$ cat src/rtl/packet_tx_sched_pkg.sv
// packet_tx_sched_pkg: shared types and constants for the TX frame scheduler.
package packet_tx_sched_pkg;
  localparam int UART_RX_FAW = 3;
  localparam int UART_MDW    = 8;
  localparam int BYTES_PF    = 2**UART_RX_FAW - 1;
  localparam int FIDX_W      = 6;
  typedef enum logic [2:0] {ST_IDLE, ST_H_ENC, ST_H_SEND, ST_GAP, ST_D_ENC, ST_D_SEND} tx_sched_st_e;
endpackage

$ cat src/rtl/packet_tx_sched_if.sv
// packet_tx_sched_if: control bundle between the scheduler and front end, FEC, scrambler and serializer.
interface packet_tx_sched_if;
  import packet_tx_sched_pkg::*;
  logic                msg_start, busy, msg_done;
  logic [UART_MDW-1:0] msg_len, len_q;
  logic [3:0]          msg_tag, tag_q;
  logic                enc1_start, enc1_done, enc0_start, enc0_done, enc_used;
  logic                pkt_valid, pkt_ready;
  logic                err_inj_arm, err_inj_enable, err_inj_clr;
  logic [FIDX_W-1:0]   err_inj_frame, frame_idx;
  modport master (
    input  msg_start, msg_len, msg_tag, enc1_done, enc0_done, pkt_ready, err_inj_arm, err_inj_frame,
    output busy, msg_done, len_q, tag_q, enc1_start, enc0_start, enc_used, pkt_valid,
           err_inj_enable, err_inj_clr, frame_idx
  );
  modport slave (
    output msg_start, msg_len, msg_tag, enc1_done, enc0_done, pkt_ready, err_inj_arm, err_inj_frame,
    input  busy, msg_done, len_q, tag_q, enc1_start, enc0_start, enc_used, pkt_valid,
           err_inj_enable, err_inj_clr, frame_idx
  );
endinterface

$ cat src/rtl/packet_tx_sched_tx_gap_cnt.sv
// tx_gap_cnt: loadable down-counter, done_o high once it has drained to zero.
module tx_gap_cnt #(
  parameter int W = 2
) (
  input  logic         clk,
  input  logic         rst,
  input  logic         load_i,
  input  logic [W-1:0] val_i,
  output logic         done_o
);
  logic [W-1:0] cnt_q;
  always_ff @(posedge clk or posedge rst)
    if (rst) cnt_q <= '0;
    else if (load_i) cnt_q <= val_i;
    else if (cnt_q != '0) cnt_q <= cnt_q - 1'b1;
  assign done_o = cnt_q == '0;
endmodule

$ cat src/rtl/packet_tx_sched.sv
// packet_tx_sched: sequences a header frame and ceil(len/7) data frames through FEC/scrambler to the serializer.
module packet_tx_sched
  import packet_tx_sched_pkg::*;
#(
  parameter int IFG_CYCLES = 2
) (
  input logic clk,
  input logic rst,
  packet_tx_sched_if.master tx_if
);
  localparam int GW = $clog2(IFG_CYCLES + 2);
  localparam logic [GW-1:0] GAP_LOAD = GW'(IFG_CYCLES > 0 ? IFG_CYCLES - 1 : 0);
  localparam logic [UART_MDW-1:0] BPF = UART_MDW'(BYTES_PF);
  localparam tx_sched_st_e DATA_NEXT = IFG_CYCLES == 0 ? ST_D_ENC : ST_GAP;
  tx_sched_st_e        st_q, st_d;
  logic [UART_MDW-1:0] rem_q, rem_d, len_q;
  logic [3:0]          tag_q;
  logic [FIDX_W-1:0]   idx_q, idx_d;
  logic                e1s_q, e0s_q, clr_q, done, gap_load, gap_done;
  logic                hs, start, last, inj;
  assign hs    = tx_if.pkt_valid & tx_if.pkt_ready;
  assign start = st_q == ST_IDLE & tx_if.msg_start;
  assign last  = rem_q <= BPF;
  assign inj   = tx_if.err_inj_arm & st_q == ST_D_SEND & idx_q == tx_if.err_inj_frame;
  tx_gap_cnt #(.W(GW)) u_gap (
    .clk(clk), .rst(rst), .load_i(gap_load), .val_i(GAP_LOAD), .done_o(gap_done)
  );
  always_comb begin
    st_d     = st_q;
    rem_d    = rem_q;
    idx_d    = idx_q;
    done     = 1'b0;
    gap_load = 1'b0;
    case (st_q)
      ST_IDLE: if (tx_if.msg_start) begin
        st_d  = ST_H_ENC;
        rem_d = tx_if.msg_len;
        idx_d = '0;
      end
      ST_H_ENC: st_d = tx_if.enc1_done ? ST_H_SEND : st_q;
      ST_H_SEND: if (hs) begin
        done     = rem_q == '0;
        st_d     = rem_q == '0 ? ST_IDLE : DATA_NEXT;
        gap_load = 1'b1;
      end
      ST_GAP: st_d = gap_done ? ST_D_ENC : st_q;
      ST_D_ENC: st_d = tx_if.enc0_done ? ST_D_SEND : st_q;
      ST_D_SEND: if (hs) begin
        done     = last;
        st_d     = last ? ST_IDLE : DATA_NEXT;
        rem_d    = last ? rem_q : rem_q - BPF;
        idx_d    = last ? idx_q : idx_q + 1'b1;
        gap_load = 1'b1;
      end
      default: st_d = ST_IDLE;
    endcase
  end
  always_ff @(posedge clk or posedge rst)
    if (rst) begin
      st_q  <= ST_IDLE;
      rem_q <= '0;
      len_q <= '0;
      tag_q <= '0;
      idx_q <= '0;
      e1s_q <= 1'b0;
      e0s_q <= 1'b0;
      clr_q <= 1'b0;
    end else begin
      st_q  <= st_d;
      rem_q <= rem_d;
      idx_q <= idx_d;
      len_q <= start ? tx_if.msg_len : len_q;
      tag_q <= start ? tx_if.msg_tag : tag_q;
      e1s_q <= start;
      e0s_q <= st_d == ST_D_ENC & st_q != ST_D_ENC;
      clr_q <= hs & inj;
    end
  assign tx_if.busy           = st_q != ST_IDLE;
  assign tx_if.msg_done       = done;
  assign tx_if.len_q          = len_q;
  assign tx_if.tag_q          = tag_q;
  assign tx_if.enc1_start     = e1s_q;
  assign tx_if.enc0_start     = e0s_q;
  assign tx_if.enc_used       = st_q == ST_H_ENC | st_q == ST_H_SEND;
  assign tx_if.pkt_valid      = st_q == ST_H_SEND | st_q == ST_D_SEND;
  assign tx_if.err_inj_enable = inj;
  assign tx_if.err_inj_clr    = clr_q;
  assign tx_if.frame_idx      = idx_q;
endmodule

$ cat src/flat_wrapper.sv
// flat-port wrapper written by rule: the top's interface ports become plain ports
module packet_tx_sched_flat import packet_tx_sched_pkg::*;
#(
  parameter int IFG_CYCLES = 2
)
  (clk, rst, tx_if_msg_start, tx_if_msg_len, tx_if_msg_tag, tx_if_enc1_done, tx_if_enc0_done, tx_if_pkt_ready, tx_if_err_inj_arm, tx_if_err_inj_frame, tx_if_busy, tx_if_msg_done, tx_if_len_q, tx_if_tag_q, tx_if_enc1_start, tx_if_enc0_start, tx_if_enc_used, tx_if_pkt_valid, tx_if_err_inj_enable, tx_if_err_inj_clr, tx_if_frame_idx);
  packet_tx_sched_if tx_if_i ();
  input logic clk;
  input logic rst;
  input wire logic [$bits(tx_if_i.msg_start)-1:0] tx_if_msg_start;
  input wire logic [$bits(tx_if_i.msg_len)-1:0] tx_if_msg_len;
  input wire logic [$bits(tx_if_i.msg_tag)-1:0] tx_if_msg_tag;
  input wire logic [$bits(tx_if_i.enc1_done)-1:0] tx_if_enc1_done;
  input wire logic [$bits(tx_if_i.enc0_done)-1:0] tx_if_enc0_done;
  input wire logic [$bits(tx_if_i.pkt_ready)-1:0] tx_if_pkt_ready;
  input wire logic [$bits(tx_if_i.err_inj_arm)-1:0] tx_if_err_inj_arm;
  input wire logic [$bits(tx_if_i.err_inj_frame)-1:0] tx_if_err_inj_frame;
  output wire logic [$bits(tx_if_i.busy)-1:0] tx_if_busy;
  output wire logic [$bits(tx_if_i.msg_done)-1:0] tx_if_msg_done;
  output wire logic [$bits(tx_if_i.len_q)-1:0] tx_if_len_q;
  output wire logic [$bits(tx_if_i.tag_q)-1:0] tx_if_tag_q;
  output wire logic [$bits(tx_if_i.enc1_start)-1:0] tx_if_enc1_start;
  output wire logic [$bits(tx_if_i.enc0_start)-1:0] tx_if_enc0_start;
  output wire logic [$bits(tx_if_i.enc_used)-1:0] tx_if_enc_used;
  output wire logic [$bits(tx_if_i.pkt_valid)-1:0] tx_if_pkt_valid;
  output wire logic [$bits(tx_if_i.err_inj_enable)-1:0] tx_if_err_inj_enable;
  output wire logic [$bits(tx_if_i.err_inj_clr)-1:0] tx_if_err_inj_clr;
  output wire logic [$bits(tx_if_i.frame_idx)-1:0] tx_if_frame_idx;
  assign tx_if_i.msg_start = tx_if_msg_start;
  assign tx_if_i.msg_len = tx_if_msg_len;
  assign tx_if_i.msg_tag = tx_if_msg_tag;
  assign tx_if_i.enc1_done = tx_if_enc1_done;
  assign tx_if_i.enc0_done = tx_if_enc0_done;
  assign tx_if_i.pkt_ready = tx_if_pkt_ready;
  assign tx_if_i.err_inj_arm = tx_if_err_inj_arm;
  assign tx_if_i.err_inj_frame = tx_if_err_inj_frame;
  assign tx_if_busy = tx_if_i.busy;
  assign tx_if_msg_done = tx_if_i.msg_done;
  assign tx_if_len_q = tx_if_i.len_q;
  assign tx_if_tag_q = tx_if_i.tag_q;
  assign tx_if_enc1_start = tx_if_i.enc1_start;
  assign tx_if_enc0_start = tx_if_i.enc0_start;
  assign tx_if_enc_used = tx_if_i.enc_used;
  assign tx_if_pkt_valid = tx_if_i.pkt_valid;
  assign tx_if_err_inj_enable = tx_if_i.err_inj_enable;
  assign tx_if_err_inj_clr = tx_if_i.err_inj_clr;
  assign tx_if_frame_idx = tx_if_i.frame_idx;
  packet_tx_sched #(.IFG_CYCLES(IFG_CYCLES)) u_core (.clk(clk), .rst(rst), .tx_if(tx_if_i));
endmodule
$ cat config.mk
export PLATFORM = sky130hd
export DESIGN_NAME = packet_tx_sched_flat
export DESIGN_NICKNAME = d
export VERILOG_FILES = /design/src/rtl/packet_tx_sched_pkg.sv /design/src/rtl/packet_tx_sched_if.sv /design/src/rtl/packet_tx_sched_tx_gap_cnt.sv /design/src/rtl/packet_tx_sched.sv /design/src/flat_wrapper.sv
export SDC_FILE = /design/constraint.sdc
export NUM_CORES = 1
export LEC_CHECK = 0
export CORE_UTILIZATION = 51
export CTS_CLUSTER_SIZE = 14
export DETAILED_ROUTE_END_ITERATION = 10
export GPL_TIMING_DRIVEN = 0
export PLACE_DENSITY = 0.83
export SYNTH_ARGS = -nofsm -noshare
export SYNTH_HDL_FRONTEND = slang
export SYNTH_SLANG_ARGS = --single-unit
export TNS_END_PERCENT = 100
$ cat constraint.sdc
create_clock -name clk -period 2.91 [get_ports clk]
set_input_delay 0.873 -clock clk [delete_from_list [all_inputs] [get_ports clk]]
set_output_delay 0.873 -clock clk [all_outputs]
set_load 0.05 [all_outputs]
==> results of run 1 <==
through the flow:
| step | std cells | total power, µW | instance area [µm²] | utilization (%) |
|---|---|---|---|---|
| 2_1_floorplan | 197 | 1800 | 1800 | - |
| 3_3_place_gp | 293 | 2200 | 2360 | 70.6 |
| 3_5_place_dp | 293 | 2230 | 2360 | 70.6 |
| 4_1_cts | 302 | 2480 | 2420 | 72.5 |
| 5_1_grt | 303 | 2690 | 2460 | 73.7 |
| 6_report | 303 | 2510 | 2460 | 73.7 |
cell usage after synthesis, types with 2 or more instances:
| cell | count |
|---|---|
| nor3_1 | 3 |
| a31oi_1 | 3 |
| ha_1 | 4 |
| o21a_1 | 2 |
| a22oi_1 | 3 |
| xnor2_1 | 6 |
| a21oi_1 | 5 |
| o22ai_1 | 3 |
| o211ai_1 | 4 |
| clkbuf_1 | 4 |
| dfrtp_1 | 34 |
| inv_1 | 10 |
| nor2b_1 | 5 |
| and3_1 | 3 |
| nor4_1 | 2 |
| mux2i_1 | 2 |
| xor2_1 | 4 |
| nand2_1 | 48 |
| o21ai_0 | 10 |
| buf_2 | 5 |
| nand3_1 | 6 |
| nor2_1 | 10 |
flip-flops by register name (all words and copies together), names as in the netlist:
register                  count
u_core.rem_q                  8
u_core.tx_if.len_q            8
u_core.tx_if.frame_idx        6
u_core.tx_if.tag_q            4
u_core.st_q                   3
u_core.u_gap.cnt_q            2
u_core.tx_if.enc0_start       1
u_core.tx_if.enc1_start       1
u_core.tx_if.err_inj_clr      1
per-layer routing:
layer | share of wire, % | up-vias | wire (µm)
met3 | 6.2 | 8 | 267
met1 | 42 | 811 | 1820
met2 | 50 | 63 | 2170
met4 | 1.8 | 0 | 76
li1 | - | 802 | -
met5 | 0 | - | 0
worst max-delay path, cell delays in order, from the launching register on:
cell	delay, ps
dfrtp_1	380
buf_2	180
or3b_4	440
nand2_4	110
dlygate4sd2_1	530
power by group through the flow:
stage / Clock, µW / Sequential [µW] / Combinational, µW
floorplan: 0 / 1100 / 693
global placement: 0 / 810 / 1390
detailed placement: 0 / 816 / 1420
CTS: 245 / 811 / 1420
global route: 274 / 840 / 1570
finish: 239 / 815 / 1460
worst min-delay path by stage:
stage                                startpoint                     to  slack (ps)  cells after the start
after CTS                 u_core.tx_if.tag_q[3]  u_core.tx_if.tag_q[3]         490                      2
after global routing      u_core.tx_if.len_q[5]  u_core.tx_if.len_q[5]         520                      2
after floorplan           u_core.u_gap.cnt_q[0]  u_core.u_gap.cnt_q[0]         480                      2
after global placement    u_core.tx_if.tag_q[1]  u_core.tx_if.tag_q[1]         460                      2
after detailed placement  u_core.tx_if.len_q[4]  u_core.tx_if.len_q[4]         460                      2
final                     u_core.tx_if.tag_q[3]  u_core.tx_if.tag_q[3]         480                      2
cell type report:
cell class                      instances  share of cell area [%]
Sequential cell                        34                    34.6
Buffer                                 10                    2.24
Tap cell                               46                    2.34
Timing Repair Buffer                   53                    22.1
Inverter                               10                    1.53
Clock buffer                            7                    1.83
Multi-Input combinational cell        143                    35.3
repair_timing:
action,4_1_cts,5_1_grt
gates resized for setup,22,5
endpoints found under the setup margin,3,4
pin swaps,5,5
setup buffers,2,0
cells by family after synthesis:
logic type,count (synthesis)
flops,34
buf+inv,20
mux,2
xor+xnor,10
simple gates,87
compound gates,40
fa+ha+maj,4
==> results.cfg, run 1 <==
[logic_synthesis]
seq_area_frac_synth_pct = 47.9
ys_top_cells_by_area = dfrtp_1, nand2_1, xnor2_1
syn-num-nets = 226
synthAdderAreaFrac_pct = 2.82
synth_largest_type_area_fraction_pct = 47.9
synthCells = 197
synthesis.area_um2 = 1780
synthSimpleGateAreaFrac_pct = 23.1
synth.distinct_cells = 43
synth_xor_area_share_pct = 4.93
ys_seq_elements = 34
synth_compound_area_share_pct = 15.1
syn_area_per_cell_um2 = 9.01
synth_top_family_by_area = simple AND/OR/NAND/NOR gates
muxShareOfSynthArea_pct = 1.13
synth_top_cell_by_area = dfrtp_1
yosys_warnings = 0
synth_edf_count = 0
synthFlopType = dfrtp_1
ys_async_sr_fraction_pct = 100

[sta]
fin_hold_ws_ps = 484
fin_crit_ps = 2850
hold_viol = 0
max_clock_freq_ghz = 0.351
slew_viol_final = 0
slew_headroom_pct = 57.6
setup-violations-final = 0
grt_setup_unrepaired = yes
fin_tns_setup_ps = 0
worstMarginPinSlew_ps = 632
fin_crit_sh_pct = 98.0
setup_ws_ps = 59.1
finClkSkew_ps = 1.82

[routing]
drt_iter0_markers = 75
wire_per_inst_um = 14.3
via_count = 1684
postRouteWirelength_mm = 4.33
drt_first_pass_iters = 4
drtAntennaViolNets = 0
drc = 0
vias_per_cell = 5.56

[finish]
drive_gt1_share_pct = 10.1
final_nets = 286
area_growth_pct = 38.5
num_antenna_cells = 0
seqCellArea_um2 = 851
multiInputGateArea_um2 = 868
final_common_cell = nand2_1
fillCellCount = 257
final_cell_mix = nand2_1, clkdlybuf4s50_1, dfrtp_1

[floorplanning]
core_region_area_um2 = 3340
dieWidth_um = 61
die_area_um2 = 3720
die_h_um = 61
ios = 51
start_util_pct = 53.2
rows = 21

[global_route]
grt.met2_usage_pct = 43.5
top_usage_layer = met2
grt_pass1_vias = 1528
grt_max_degree = 35
grtUsageMet3_pct = 6.82
grt_use_met1_pct = 30.4
antenna_found_initial = 0
grt_usage_pct = 25.0
globalRouteOverflowTotal = 0
grt_pass1_wl_mm = 6.72

[clocking]
ctsHoldBuffers = 0
root_buffer = clkbuf_4
cts_sinks = 34
clkTransAtPathRegs_ps = 90
clock_path_buffers = 2
clock_latency_ps = 330
cts_made_buffers = 5
cts_max_level = 2
cts_tree = done

[power_and_ir_drop]
p_leak_uw = 0.00115
netSwitchingFraction_pct = 49.6
pwr-share-seq_pct = 32.4
switchingPower_uw = 1250
combPwrFrac_pct = 58.0
internal_power_uw = 1270
power.share.clock_pct = 9.5
vdd_drop_max_v = 0.000544
power_density_nw_per_um2 = 1020

[hold_path]
hp-class = reg -> reg

[status]
status = finished clean

[setup_path]
r2r_start = u_core.st_q[0]
crit_path_end = tx_if_pkt_valid
r2r_end = u_core.tx_if.tag_q[2]
endpoint_kind = primary output
cp.arrival_ps = 1980
r2r_setup_slack_ps = 910
crit_start = u_core.st_q[0]
worstPathRequired_ps = 2040
r2r_cells = 6
crit_type = reg -> out
start_kind = flop
cp_max_fo = 10

[flow_run]
maxCapViolCount = 0

[placement]
hpwlAfterDp_mm = 2.97
dp_slack_ps = -691
portBuffers = 50
routabilityCongestion = 0.820
(Power assumes the default switching activity.)
==> run 2: changes to the inputs <==
CELL_PAD_IN_SITES_DETAIL_PLACEMENT = 1   (was not set)
CELL_PAD_IN_SITES_GLOBAL_PLACEMENT = 2   (was not set)
CORE_UTILIZATION = 30   (was 51)
HOLD_SLACK_MARGIN = 0.06   (was not set)
==> run 2 against run 1 <==
  * Via count is 4.1% lower
  * Wire length grew 10%
  * Hold slack worse by 11 ps
  * Fmax grew 2.1%
  * Global-route usage down 7.7 points
  * Clock power up 120%
  * Count of clock-buffer cells in the layout decreased by 2
  * Clock skew increased by 6.4 ps
  * Core utilization fell by 28 points
  * Setup slack improved by 59 ps
  * Final cell count grew 8.3%
  * Register-to-register slack about the same
==> results.cfg, run 2 (synthesis results as in run 1) <==
[routing]
via_count = 1615
drtAntennaViolNets = 0
drt_first_pass_iters = 4
met2_length_mm = 2.22
postRouteWirelength_mm = 4.77
wl_met3_um = 272
wl_met1_mm = 2.23
vias_per_cell = 4.92
drc = 0
drt_iter0_markers = 56
highest_layer = met4
wire_per_inst_um = 14.5

[clocking]
clkTransAtPathRegs_ps = 70
cts_sinks = 34
clock_latency_ps = 300
cts_made_buffers = 5
ctsHoldBuffers = 0
clock_path_buffers = 2
root_buffer = clkbuf_8
cts_tree = done
cts_max_level = 2

[finish]
drive_gt1_share_pct = 10.9
final_cell_mix = nand2_1, clkdlybuf4s50_1, dfrtp_1
num_antenna_cells = 0
design_area_um2 = 2560
final_common_cell = nand2_1
fillCellCount = 680
area_growth_pct = 44.1
final_nets = 284

[placement]
portBuffers = 50
hpwlAfterDp_mm = 3.40
place_area_um2 = 2390
routabilityCongestion = 0.738

[setup_path]
critical_path.max_stage_delay_ps = 700
r2r_cells = 6
r2r_end = u_core.tx_if.len_q[3]
crit_path_end = tx_if_busy
cp.depth = 3
path_cells = clkbuf_4 -> or3_1 -> clkdlybuf4s50_1
crit_buf_inv = 2
crit_type = reg -> out
cp.arrival_ps = 1920
r2r_start = u_core.st_q[0]
start_kind = flop
cp_max_fo = 10
crit_start = u_core.st_q[0]
r2r_setup_slack_ps = 920
endpoint_kind = primary output
worstPathRequired_ps = 2040
cp_slowest_cell = clkdlybuf4s50_1
cp_top_family = buffers and inverters

[sta]
worstMarginPinSlew_ps = 730
slew_headroom_pct = 51.3
slew_viol_final = 0
setup-violations-final = 0
hold_viol = 0
max_clock_freq_ghz = 0.358
fin_crit_ps = 2790
finClkSkew_ps = 8.26
fin_crit_sh_pct = 95.9

[power_and_ir_drop]
netSwitchingFraction_pct = 45.5
internal_power_uw = 1520
vdd_drop_max_v = 0.000669
power_density_nw_per_um2 = 1090
switchingPower_uw = 1270
pwr-share-seq_pct = 29.2
power.share.clock_pct = 19.1
combPwrFrac_pct = 51.7
total_power_uw = 2790
p_leak_uw = 0.00119

[global_route]
grt_max_degree = 35
grt_pass1_wl_mm = 8.27
antenna_found_initial = 0
grt_pass1_vias = 1713
grt_usage_pct = 17.3
globalRouteOverflowTotal = 0

[floorplanning]
die_area_um2 = 6230
rows = 27
ios = 51
die_h_um = 78.9
dieWidth_um = 78.9
start_util_pct = 31.7
core_region_area_um2 = 5610

[status]
status = finished clean

[hold_path]
min_path_cells = 2
hp-class = reg -> reg

[flow_run]
maxCapViolCount = 0
run 2: changes by cell type in the layout (fill, tap and decap cells not counted), sizes merged:
| cell | previous run | this run |
|---|---|---|
| bufinv | 0 | 2 |
| inv | 9 | 10 |
| dlymetal6s2s | 2 | 4 |
| clkbuf | 11 | 10 |
| dlygate4sd2 | 5 | 3 |
| buf | 11 | 8 |
run 2: through the flow:
stage / cells / hold slack, ps / setup slack (ps) / util, % / TNS [ps]
global placement: 319 / 458 / -736 / 42.6 / -1360
floorplan: 197 / 483 / -63.5 / - / -63.5
CTS: 328 / 480 / 7.90 / 45.3 / 0
finish: 328 / 473 / 118 / 45.6 / 0
global route: 328 / 513 / -2.97 / 45.6 / -2.97
detailed placement: 319 / 463 / -721 / 42.6 / -1350
run 2: layer usage:
metal	track usage, %	vias to the layer above
li1	-	799
met5	0	-
met3	4.48	4
met1	22.3	768
met2	28.6	44
met4	4.91	0
run 2: repair_timing:
action | 4_1_cts | 5_1_grt
setup buffers | 1 | 0
endpoints found under the setup margin | 3 | 2
gates cloned | 0 | 0
resized for setup | 21 | 6
pin swaps | 3 | 7
hold endpoints to repair | 0 | 0
run 2: power groups by stage:
stage / Clock [µW] / Sequential, µW / Combinational [µW]
floorplan: 0 / 1100 / 693
global placement: 0 / 820 / 1420
detailed placement: 0 / 823 / 1440
CTS: 543 / 817 / 1460
global route: 561 / 842 / 1590
finish: 531 / 813 / 1440
run 2: worst min-delay path, stage by stage, from the launching register on:
cell and delay [ps]:
dfrtp_1 340, nand2_1 50, nand2_1 50
run 2: worst min path at each step:
| stage | slack [ps] | from | end |
|---|---|---|---|
| 3_3_place_gp | 460 | u_core.tx_if.tag_q[0] | u_core.tx_if.tag_q[0] |
| 3_5_place_dp | 460 | u_core.tx_if.tag_q[0] | u_core.tx_if.tag_q[0] |
| 6_report | 470 | u_core.tx_if.tag_q[0] | u_core.tx_if.tag_q[0] |
| 2_1_floorplan | 480 | u_core.u_gap.cnt_q[0] | u_core.u_gap.cnt_q[0] |
| 5_1_grt | 510 | u_core.tx_if.tag_q[1] | u_core.tx_if.tag_q[1] |
| 4_1_cts | 480 | u_core.tx_if.len_q[2] | u_core.tx_if.len_q[2] |
run 2: cell type report:
| cell class | count | area (µm²) | share of cell area [%] |
|---|---|---|---|
| tap | 72 | 90.1 | 3.52 |
| inverter | 10 | 37.5 | 1.47 |
| sequential | 34 | 851 | 33.3 |
| timing repair buffer | 51 | 517 | 20.2 |
| multi-input combinational | 143 | 868 | 33.9 |
| clock buffer | 5 | 68.8 | 2.69 |
| clock inverter | 3 | 68.8 | 2.69 |
| buffer | 10 | 57.6 | 2.25 |
